File: config.mk
export PLATFORM = sky130hd
export DESIGN_NAME = tile_matmul_sequencer_flat
export DESIGN_NICKNAME = d
export VERILOG_FILES = /design/src/rtl/tile_matmul_sequencer_if.sv /design/src/rtl/tile_matmul_sequencer.sv /design/src/flat_wrapper.sv
export SDC_FILE = /design/constraint.sdc
export NUM_CORES = 1
export LEC_CHECK = 0
export BUFFER_PORTS_ARGS = -buffer_cell sky130_fd_sc_hd__buf_2
export CORE_ASPECT_RATIO = 1.2
export CORE_MARGIN = 8
export CORE_UTILIZATION = 41
export CTS_CLUSTER_SIZE = 24
export DETAILED_ROUTE_END_ITERATION = 8
export GPL_TIMING_DRIVEN = 0
export SLEW_MARGIN = 20
export SYNTH_ARGS = -nofsm -noshare
export SYNTH_HDL_FRONTEND = slang
export SYNTH_SLANG_ARGS = --single-unit
File: constraint.sdc
create_clock -name i_clk -period 4.1 [get_ports i_clk]
set_clock_uncertainty 0.2 [all_clocks]
set_input_delay 0.205 -clock i_clk [delete_from_list [all_inputs] [get_ports i_clk]]
set_output_delay 0.205 -clock i_clk [all_outputs]
set_load 0.01 [all_outputs]
File: src/rtl/tile_matmul_sequencer_if.sv
`default_nettype none
// tile_matmul_sequencer_if: command, tile-array and status signals of the MATMUL sequencer.
interface tile_matmul_sequencer_if #(
   parameter int NUM_TILES = 24,
   parameter int TIMEOUT_W = 24
);
   logic                 i_cmd_valid;
   logic                 o_cmd_ready;
   logic [NUM_TILES-1:0] i_cmd_tile_en;
   logic [7:0]           i_cmd_left_ugd_len;
   logic [7:0]           i_cmd_right_ugd_len;
   logic [TIMEOUT_W-1:0] i_timeout_cycles;
   logic                 i_abort;
   logic [NUM_TILES-1:0] o_tile_start;
   logic [NUM_TILES-1:0] i_tile_done;
   logic [NUM_TILES-1:0] i_tile_result_valid;
   logic                 o_busy;
   logic                 o_done;
   logic [1:0]           o_err_code;
   logic [NUM_TILES-1:0] o_pending_mask;
   logic [15:0]          o_result_total;
   logic [2:0]           o_state;

   modport slave (
      input  i_cmd_valid, i_cmd_tile_en, i_cmd_left_ugd_len, i_cmd_right_ugd_len,
      input  i_timeout_cycles, i_abort, i_tile_done, i_tile_result_valid,
      output o_cmd_ready, o_tile_start, o_busy, o_done, o_err_code,
      output o_pending_mask, o_result_total, o_state
   );

   modport master (
      output i_cmd_valid, i_cmd_tile_en, i_cmd_left_ugd_len, i_cmd_right_ugd_len,
      output i_timeout_cycles, i_abort, i_tile_done, i_tile_result_valid,
      input  o_cmd_ready, o_tile_start, o_busy, o_done, o_err_code,
      input  o_pending_mask, o_result_total, o_state
   );
endinterface
`default_nettype wire

File: src/rtl/tile_matmul_sequencer.sv
`default_nettype none
// tile_matmul_sequencer: launches one MATMUL on the enabled tiles, tracks per-tile done and
// result strobes, and reports completion or an error code to the master control block.
module tile_matmul_sequencer #(
   parameter int NUM_TILES    = 24,
   parameter int TIMEOUT_W    = 24,
   parameter int DRAIN_CYCLES = 4
) (
   input wire logic               i_clk,
   input wire logic               i_reset_n,
   tile_matmul_sequencer_if.slave bus
);
   localparam int CNT_W   = $clog2(NUM_TILES + 1);
   localparam int DRAIN_W = $clog2(DRAIN_CYCLES + 1);

   typedef enum logic [2:0] {
      S_IDLE  = 3'd0,
      S_START = 3'd1,
      S_WAIT  = 3'd2,
      S_DRAIN = 3'd3,
      S_DONE  = 3'd4
   } state_t;

   state_t               state, state_nx;
   logic [NUM_TILES-1:0] tile_en, tile_en_nx;
   logic [NUM_TILES-1:0] pending, pending_nx;
   logic [NUM_TILES-1:0] tile_start, tile_start_nx;
   logic [15:0]          expected, expected_nx;
   logic [15:0]          total, total_nx;
   logic [1:0]           err, err_nx;
   logic [TIMEOUT_W-1:0] to_cnt, to_cnt_nx;
   logic [DRAIN_W-1:0]   drain_cnt, drain_cnt_nx;

   logic [CNT_W-1:0]     strobes;
   logic [16:0]          sum;
   logic [15:0]          total_acc;
   logic [NUM_TILES-1:0] pend_cleared;
   logic                 to_last;

   always_comb begin
      strobes = '0;
      for (int i = 0; i < NUM_TILES; i++) begin
         strobes = strobes + CNT_W'(bus.i_tile_result_valid[i]);
      end
      sum          = {1'b0, total} + 17'(strobes);
      total_acc    = sum[16] ? 16'hFFFF : sum[15:0];
      pend_cleared = pending & ~bus.i_tile_done;
      to_last      = (bus.i_timeout_cycles != '0) &&
                     (to_cnt == bus.i_timeout_cycles - TIMEOUT_W'(1));
   end

   always_comb begin
      state_nx      = state;
      tile_en_nx    = tile_en;
      pending_nx    = pending;
      tile_start_nx = '0;
      expected_nx   = expected;
      total_nx      = total;
      err_nx        = err;
      to_cnt_nx     = to_cnt;
      drain_cnt_nx  = drain_cnt;

      // Abort outranks every other transition and leaves status registers untouched.
      if (state != S_IDLE && bus.i_abort) begin
         state_nx   = S_IDLE;
         pending_nx = '0;
      end else begin
         case (state)
            S_IDLE: begin
               if (bus.i_cmd_valid && !bus.i_abort) begin
                  tile_en_nx  = bus.i_cmd_tile_en;
                  expected_nx = 16'(bus.i_cmd_left_ugd_len) * 16'(bus.i_cmd_right_ugd_len);
                  total_nx    = '0;
                  err_nx      = 2'd0;
                  if (bus.i_cmd_tile_en == '0) begin
                     state_nx = S_DONE;
                     err_nx   = 2'd3;
                  end else begin
                     state_nx      = S_START;
                     tile_start_nx = bus.i_cmd_tile_en;
                  end
               end
            end
            S_START: begin
               total_nx   = total_acc;
               pending_nx = tile_en;
               to_cnt_nx  = '0;
               state_nx   = S_WAIT;
            end
            S_WAIT: begin
               total_nx   = total_acc;
               pending_nx = pend_cleared;
               to_cnt_nx  = to_cnt + TIMEOUT_W'(1);
               // A final done arriving with the timeout still completes normally.
               if (pend_cleared == '0) begin
                  state_nx     = S_DRAIN;
                  drain_cnt_nx = '0;
               end else if (to_last) begin
                  state_nx = S_DONE;
                  err_nx   = 2'd1;
               end
            end
            S_DRAIN: begin
               total_nx     = total_acc;
               drain_cnt_nx = drain_cnt + DRAIN_W'(1);
               if (total_acc > expected) begin
                  state_nx = S_DONE;
                  err_nx   = 2'd2;
               end else if (total_acc == expected) begin
                  state_nx = S_DONE;
                  err_nx   = 2'd0;
               end else if (drain_cnt == DRAIN_W'(DRAIN_CYCLES - 1)) begin
                  state_nx = S_DONE;
                  err_nx   = 2'd2;
               end
            end
            S_DONE:  state_nx = S_IDLE;
            default: state_nx = S_IDLE;
         endcase
      end
   end

   always_ff @(posedge i_clk or negedge i_reset_n) begin
      if (!i_reset_n) begin
         state <= S_IDLE;
      end else begin
         state <= state_nx;
      end
   end

   always_ff @(posedge i_clk or negedge i_reset_n) begin
      if (!i_reset_n) begin
         tile_en    <= '0;
         pending    <= '0;
         tile_start <= '0;
         expected   <= '0;
         total      <= '0;
         err        <= '0;
         to_cnt     <= '0;
         drain_cnt  <= '0;
      end else begin
         tile_en    <= tile_en_nx;
         pending    <= pending_nx;
         tile_start <= tile_start_nx;
         expected   <= expected_nx;
         total      <= total_nx;
         err        <= err_nx;
         to_cnt     <= to_cnt_nx;
         drain_cnt  <= drain_cnt_nx;
      end
   end

   assign bus.o_cmd_ready    = (state == S_IDLE);
   assign bus.o_busy         = (state != S_IDLE);
   assign bus.o_done         = (state == S_DONE);
   assign bus.o_tile_start   = tile_start;
   assign bus.o_err_code     = err;
   assign bus.o_pending_mask = pending;
   assign bus.o_result_total = total;
   assign bus.o_state        = state;
endmodule
`default_nettype wire

File: src/flat_wrapper.sv
// flat-port wrapper written by rule: the top's interface ports become plain ports
module tile_matmul_sequencer_flat 
#(
   parameter int NUM_TILES    = 24,
   parameter int TIMEOUT_W    = 24,
   parameter int DRAIN_CYCLES = 4
)
  (i_clk, i_reset_n, bus_i_cmd_valid, bus_i_cmd_tile_en, bus_i_cmd_left_ugd_len, bus_i_cmd_right_ugd_len, bus_i_timeout_cycles, bus_i_abort, bus_i_tile_done, bus_i_tile_result_valid, bus_o_cmd_ready, bus_o_tile_start, bus_o_busy, bus_o_done, bus_o_err_code, bus_o_pending_mask, bus_o_result_total, bus_o_state);
  tile_matmul_sequencer_if #(.NUM_TILES(NUM_TILES), .TIMEOUT_W(TIMEOUT_W)) bus_i ();
  input wire logic i_clk;
  input wire logic i_reset_n;
  input wire logic [$bits(bus_i.i_cmd_valid)-1:0] bus_i_cmd_valid;
  input wire logic [$bits(bus_i.i_cmd_tile_en)-1:0] bus_i_cmd_tile_en;
  input wire logic [$bits(bus_i.i_cmd_left_ugd_len)-1:0] bus_i_cmd_left_ugd_len;
  input wire logic [$bits(bus_i.i_cmd_right_ugd_len)-1:0] bus_i_cmd_right_ugd_len;
  input wire logic [$bits(bus_i.i_timeout_cycles)-1:0] bus_i_timeout_cycles;
  input wire logic [$bits(bus_i.i_abort)-1:0] bus_i_abort;
  input wire logic [$bits(bus_i.i_tile_done)-1:0] bus_i_tile_done;
  input wire logic [$bits(bus_i.i_tile_result_valid)-1:0] bus_i_tile_result_valid;
  output wire logic [$bits(bus_i.o_cmd_ready)-1:0] bus_o_cmd_ready;
  output wire logic [$bits(bus_i.o_tile_start)-1:0] bus_o_tile_start;
  output wire logic [$bits(bus_i.o_busy)-1:0] bus_o_busy;
  output wire logic [$bits(bus_i.o_done)-1:0] bus_o_done;
  output wire logic [$bits(bus_i.o_err_code)-1:0] bus_o_err_code;
  output wire logic [$bits(bus_i.o_pending_mask)-1:0] bus_o_pending_mask;
  output wire logic [$bits(bus_i.o_result_total)-1:0] bus_o_result_total;
  output wire logic [$bits(bus_i.o_state)-1:0] bus_o_state;
  assign bus_i.i_cmd_valid = bus_i_cmd_valid;
  assign bus_i.i_cmd_tile_en = bus_i_cmd_tile_en;
  assign bus_i.i_cmd_left_ugd_len = bus_i_cmd_left_ugd_len;
  assign bus_i.i_cmd_right_ugd_len = bus_i_cmd_right_ugd_len;
  assign bus_i.i_timeout_cycles = bus_i_timeout_cycles;
  assign bus_i.i_abort = bus_i_abort;
  assign bus_i.i_tile_done = bus_i_tile_done;
  assign bus_i.i_tile_result_valid = bus_i_tile_result_valid;
  assign bus_o_cmd_ready = bus_i.o_cmd_ready;
  assign bus_o_tile_start = bus_i.o_tile_start;
  assign bus_o_busy = bus_i.o_busy;
  assign bus_o_done = bus_i.o_done;
  assign bus_o_err_code = bus_i.o_err_code;
  assign bus_o_pending_mask = bus_i.o_pending_mask;
  assign bus_o_result_total = bus_i.o_result_total;
  assign bus_o_state = bus_i.o_state;
  tile_matmul_sequencer #(.NUM_TILES(NUM_TILES), .TIMEOUT_W(TIMEOUT_W), .DRAIN_CYCLES(DRAIN_CYCLES)) u_core (.i_clk(i_clk), .i_reset_n(i_reset_n), .bus(bus_i));
endmodule
### Word level (Yosys, flattened, before mapping)

Index checks and enable logic that the tools add are counted.

* register bits: 136
* output and inout bits: 72
* bits of input ports: 116
* logic and storage cells: 106

* bitwise gates (word level): 3
* $mul: 1
* mux-type cells: 29
* $add $sub $neg: 27
* reduce and logical (&&, ||, !) cells: 21
* equal/unequal tests: 15
* magnitude comparators: 1

Operators by type and width (count)
* 24-bit two-way mux: 5
* 5-bit by 1-bit adder with 5-bit output: 22
* 24-bit case mux with 2 select lines: 2
* 24-bit zero test: 2
* 16-bit two-way mux: 2
* 16-bit case mux with 2 select lines: 1
* 3-bit two-way mux: 9
* 24-bit by 1-bit adder with 24-bit output (second input constant): 1
* 24-bit bitwise AND: 1
* 24-bit equality test: 1
* 24-bit inverter: 1
* 24-bit nonzero test: 1
* 24-bit by 1-bit subtractor with 24-bit output (second input constant): 1
* 16-bit by 5-bit adder with 17-bit output: 1
* 16-bit equality test: 1
* 16-bit > comparator: 1
* 8-bit by 8-bit multiplier with 16-bit output: 1
* 2-bit two-way mux: 7
* 3-bit case mux with 4 select lines: 1
* 3-bit AND reduction: 4
* 3-bit by 2-bit equality test with 1-bit output (second input constant): 3
* 3-bit nonzero test: 3
* 4-bit by 1-bit != test with 1-bit output (second input constant): 2
* 2-bit by 1-bit != test with 1-bit output (second input constant): 3
* 17 further kinds: 21

### Logic depth before layout (Yosys ltp)

* word-level depth: 30
* mapped depth: 31
* depth with buffers taken out: 31

### Worst setup path after synthesis

Ideal clock, no wire load.

* path kind: input port to flip-flop
* start: input bus_i_tile_result_valid[0]
* end: register u_core.err[1], in the netlist u_core.bus.o_err_code[1]
* data required time: 3.780 ns
* buffers on the path: 0
* path slack: -3.690 ns
* data arrival time: 7.470 ns
* setup time: 0.120 ns
* stages on the path: 29
* cell sequence: ha_1 -> inv_1 -> fa_1 -> inv_1 -> fa_1 -> fa_1 -> fa_1 -> inv_1 -> fa_1 -> fa_1 -> fa_1 -> inv_1 -> ha_1 -> a21o_1 -> a21oi_1 -> o21bai_1 -> a21oi_1 -> nor3_1 -> xnor2_1 -> nand2_1 -> ha_1 -> a211oi_1 -> nor2_1 -> a2111oi_0 -> nand2_1 -> o31ai_1 -> nor3_1 -> a41oi_1 -> and3b_1

* cells in the longest elaborated chain, start to end: 29
* elaborated cells between the ends (all ways): 32
* classes of those cells: add/sub (24); order compare (1); eq/ne (2); mux (4); reduce/logical (1)

RTL lines
* from (decl): RTL line flat_wrapper.sv:19 `input wire logic [$bits(bus_i.i_tile_result_valid)-1:0] bus_i_tile_result_valid;`
* 1-bit by 1-bit adder with 2-bit output *: RTL line tile_matmul_sequencer.sv:43 `strobes = strobes + CNT_W'(bus.i_tile_result_valid[i]);`
* 5-bit by 1-bit adder with 5-bit output * (22 in series): RTL line tile_matmul_sequencer.sv:43
* 16-bit by 5-bit adder with 17-bit output *: RTL line tile_matmul_sequencer.sv:45 `sum = {1'b0, total} + 17'(strobes);`
* 16-bit two-way mux *: RTL line tile_matmul_sequencer.sv:46 `total_acc = sum[16] ? 16'hFFFF : sum[15:0];`
* parallel branches: the longest is 4 deep, another holds 16-bit > comparator
* to (signal assigned): RTL line tile_matmul_sequencer.sv:147 `err <= err_nx;`
* to (decl): RTL line tile_matmul_sequencer.sv:30 `logic [1:0] err, err_nx;`

Mark *: on every way between the ends.
A chain may end at the register's enable or synchronous reset.

### Worst setup path in the final report

* start: input bus_i_tile_result_valid[1]
* end: register u_core.err[1], in the netlist u_core.bus.o_err_code[1]

Same word-level chain as after synthesis.

==> results.py <==
metrics = {
    "timing": {
        "rsz0062_at_grt": "yes",
        "slew_violations": 0,
        "period_share_pct": 176,
        "relSlewSlack_pct": 48.8,
        "hold_ws_ns": 0.116,
        "setup_viol": 21,
        "worst_pin_slew_ns": 0.761,
        "setup_slack_ns": -3.12,
        "tns_ns": -37.62,
        "hold_viol": 0,
        "max_clock_freq_mhz": 138,
        "layout_min_cycle_time_ns": 7.22,
    },
    "power": {
        "p_comb_share_pct": 62.5,
        "switchingPower_uw": 3800,
        "vdd_ir_drop_max_v": 0.000584,
        "swShare_pct": 42.6,
        "power_frac_clock_pct": 16.4,
        "intPower_uw": 5120,
        "cellPowerDensity_mw_per_mm2": 667,
        "leakage_uw": 0.00663,
        "p_seq_share_pct": 21.1,
    },
    "routing": {
        "wl_per_cell_um": 16.5,
        "wl_um": 28400,
        "dr.pass1.iters": 5,
        "drc_errors": 0,
        "num_vias": 8862,
        "avgViaCountPerCell": 5.15,
        "postRouteAntennaNets": 0,
        "drt-initial-drc-count": 417,
    },
    "synthesis": {
        "synth_fa_ha_area_share_pct": 19.2,
        "yosysTopAreaCellShare_pct": 33.8,
        "synth_compound_area_share_pct": 15.3,
        "synthArstFlopShare_pct": 100,
        "synth_edf_count": 0,
        "synth_area_leaders": "dfrtp_1 (34%), fa_1 (11%), ha_1 (8.4%)",
        "yosysSeqAreaShare_pct": 33.8,
        "synth_largest_area_cell": "dfrtp_1",
        "synth_xor_area_share_pct": 5.65,
        "synth_top_family_by_area": "simple AND/OR/NAND/NOR gates",
        "yosysUniqueCellTypes": 63,
        "yosysWarnings": 0,
        "synthSimpleGateAreaFrac_pct": 19.7,
        "netlist_area_mm2": 0.0101,
        "yosysMostFrequentCell": "dfrtp_1",
        "syn_inst": 1096,
        "synthMuxAreaShare_pct": 0.645,
        "synth_ff_type": "dfrtp_1",
        "avgSynthCellArea_um2": 9.20,
        "syn_nets": 1334,
        "ys_seq_elements": 136,
        "synthTopCellsByCount": "dfrtp_1 (136), inv_1 (120), nand2_1 (100), o21ai_0 (73), ha_1 (68)",
    },
    "placed_design": {
        "dp_cells": 1606,
        "portBuffers": 184,
        "routabilityCongestion": 0.825,
        "dp_hpwl_um": 21500,
    },
    "worst_setup_path": {
        "cp-start-kind": "input port",
        "crit_slowest_cell": "fa_2",
        "cpPeakStageDelay_ns": 0.59,
        "critPathArrivalTime_ns": 7.33,
        "critical_path_required_ns": 4.21,
        "reg2reg_slack_ns": -0.14,
        "crit_top_cell": "fa_1",
        "path_class": "in2reg",
        "crit_path_end_kind": "register",
        "cp_max_fo": 5,
        "r2r_start": "u_core.bus.o_result_total[0]",
        "crit_start": "bus_i_tile_result_valid[1]",
    },
    "clock_network": {
        "cts.sinks": 136,
        "h-tree-depth": 4,
        "clock_path_buffers": 2,
        "cts.reportedPaths.clkPinSlew_ns": 0.07,
        "numCtsBuffers": 17,
        "cts_tree": "built",
        "clockRootBuffer": "clkbuf_16",
        "clk_latency_ns": 0.43,
    },
    "grt": {
        "grt_pass1_wl_um": 47100,
        "overflow": 0,
        "grt_max_degree": 74,
        "grt_pass1_vias": 9467,
        "grtUsageTotal_pct": 19.3,
        "antenna_found_initial": 0,
    },
    "floorplan": {
        "die_w_um": 159,
        "row_count": 63,
        "io_pins": 188,
        "die_h_um": 188,
        "initial_utilization_pct": 41.3,
        "core_area_mm2": 0.0244,
        "dieArea_mm2": 0.0299,
    },
    "status": {
        "status": "finished, violations left",
        "violations": "negative setup slack",
    },
    "final_layout": {
        "final_nets": 1622,
        "final_layout_size_suffix_gt1_share_pct": 25.1,
        "fillers": 2210,
        "final_cells": 1722,
        "final_util_pct": 54.8,
        "multiInputGateArea_mm2": 0.00664,
        "syn2layout_area_growth_pct": 32.7,
        "area.sequential_mm2": 0.00340,
        "antennaDiodeCount": 0,
    },
    "flow_run": {
        "maxCapViolations": 0,
    },
    "worst_hold_path": {
        "hold_class": "in2async",
    },
}
registers in the layout, summed over array words and instances (netlist names):
register / count
u_core.bus.o_result_total: 16
u_core.drain_cnt: 3
u_core.bus.o_state: 3
u_core.tile_en: 24
u_core.bus.o_pending_mask: 24
u_core.bus.o_err_code: 2
u_core.expected: 16
u_core.bus.o_tile_start: 24
u_core.to_cnt: 24
metrics by stage:
stage / area [um^2] / power (uW) / setup slack, ns
after floorplan: 10200 / 4920 / -2.94
after global placement: 11600 / 5960 / -3.75
after detailed placement: 11600 / 6060 / -3.76
after CTS: 13100 / 8490 / -2.98
after global routing: 13400 / 9660 / -3.38
final: 13400 / 8920 / -3.12
layout by cell type (no fill, tap or decap), types with 7 or more instances in the layout:
| cell type | netlist | final |
|---|---|---|
| a21oi_2 | 0 | 12 |
| and2_1 | 58 | 58 |
| nor3_1 | 22 | 18 |
| or3_1 | 11 | 11 |
| dfrtp_1 | 136 | 136 |
| ha_4 | 0 | 13 |
| a22o_1 | 33 | 33 |
| nor2_1 | 65 | 59 |
| nor4_1 | 16 | 14 |
| clkbuf_1 | 31 | 29 |
| xnor2_1 | 32 | 28 |
| clkbuf_16 | 0 | 17 |
| a21o_1 | 34 | 34 |
| nand3_1 | 21 | 20 |
| nand2_1 | 100 | 94 |
| o21ai_0 | 73 | 60 |
| o21ai_1 | 2 | 12 |
| or4_1 | 8 | 8 |
| buf_4 | 0 | 22 |
| buf_2 | 1 | 182 |
| dlygate4sd3_1 | 0 | 52 |
| ha_1 | 68 | 54 |
| fa_1 | 54 | 49 |
| buf_6 | 1 | 12 |
| xor2_1 | 33 | 33 |
| nand4_1 | 13 | 13 |
| nand2b_1 | 32 | 31 |
| a21oi_1 | 40 | 26 |
| inv_1 | 120 | 116 |
| a31oi_1 | 8 | 7 |
repair_timing:
action | CTS | global route
pin swaps | 41 | 32
hold endpoints to repair | 146 | 0
buffers inserted | 16 | 15
hold buffers | 52 | 0
resized for setup | 65 | 32
gates cloned | 1 | 0
setup endpoints to repair | 23 | 25
area by class of cell:
type / instances / share of cell area (%)
repair buffers: 269 / 13.3
clock inverters: 15 / 1.00
flip-flops and latches: 136 / 25.4
well taps: 325 / 3.04
clock buffers: 17 / 3.18
plain buffers: 33 / 1.08
multi-input cells: 807 / 49.6
inverters: 120 / 3.37
cell families (layout without fill, tap and decap cells):
logic type,after synthesis,in the layout
AND/OR/NAND/NOR,379,379
XOR/XNOR,65,65
AO/OA/AOI/OAI,235,235
adder cells (fa/ha/maj),122,122
buffers and inverters,153,454
multiplexers,6,6
flip-flops,136,136
power by group through the flow:
stage          clock [uW]  combinational, uW  sequential (uW)
2_1_floorplan           0               3020             1890
3_3_place_gp            0               4060             1890
3_5_place_dp            0               4160             1900
4_1_cts              1480               5130             1880
5_1_grt              1540               6200             1920
6_report             1460               5570             1880
per-layer routing:
layer  global-route usage (%)  vias to the layer above  share of wire, %
met2                     35.2                      186                52
met5                        0                        -                 0
met3                     3.29                       47               3.3
li1                         -                     4333                 -
met4                     7.27                        0               2.7
met1                     22.1                     4296                42
final timing paths:
kind | cells after the start | endpoint
min in group i_clk | 5 | u_core.expected[1]
min reg2reg | 2 | u_core.expected[11]
max in group asynchronous | 3 | u_core.to_cnt[10]
max | 31 | u_core.bus.o_err_code[1]
max reg2reg | 19 | u_core.bus.o_err_code[1]
min | 2 | u_core.bus.o_tile_start[8]
critical path, delay by kind of cell:
kind	cells	cell delay (ns)
fa+ha+maj	10	3.98
compound gates	8	1.73
simple gates	6	0.79
buf+inv	6	0.44
xor+xnor	1	0.17
Note: power is estimated with default switching activity, not from simulation.
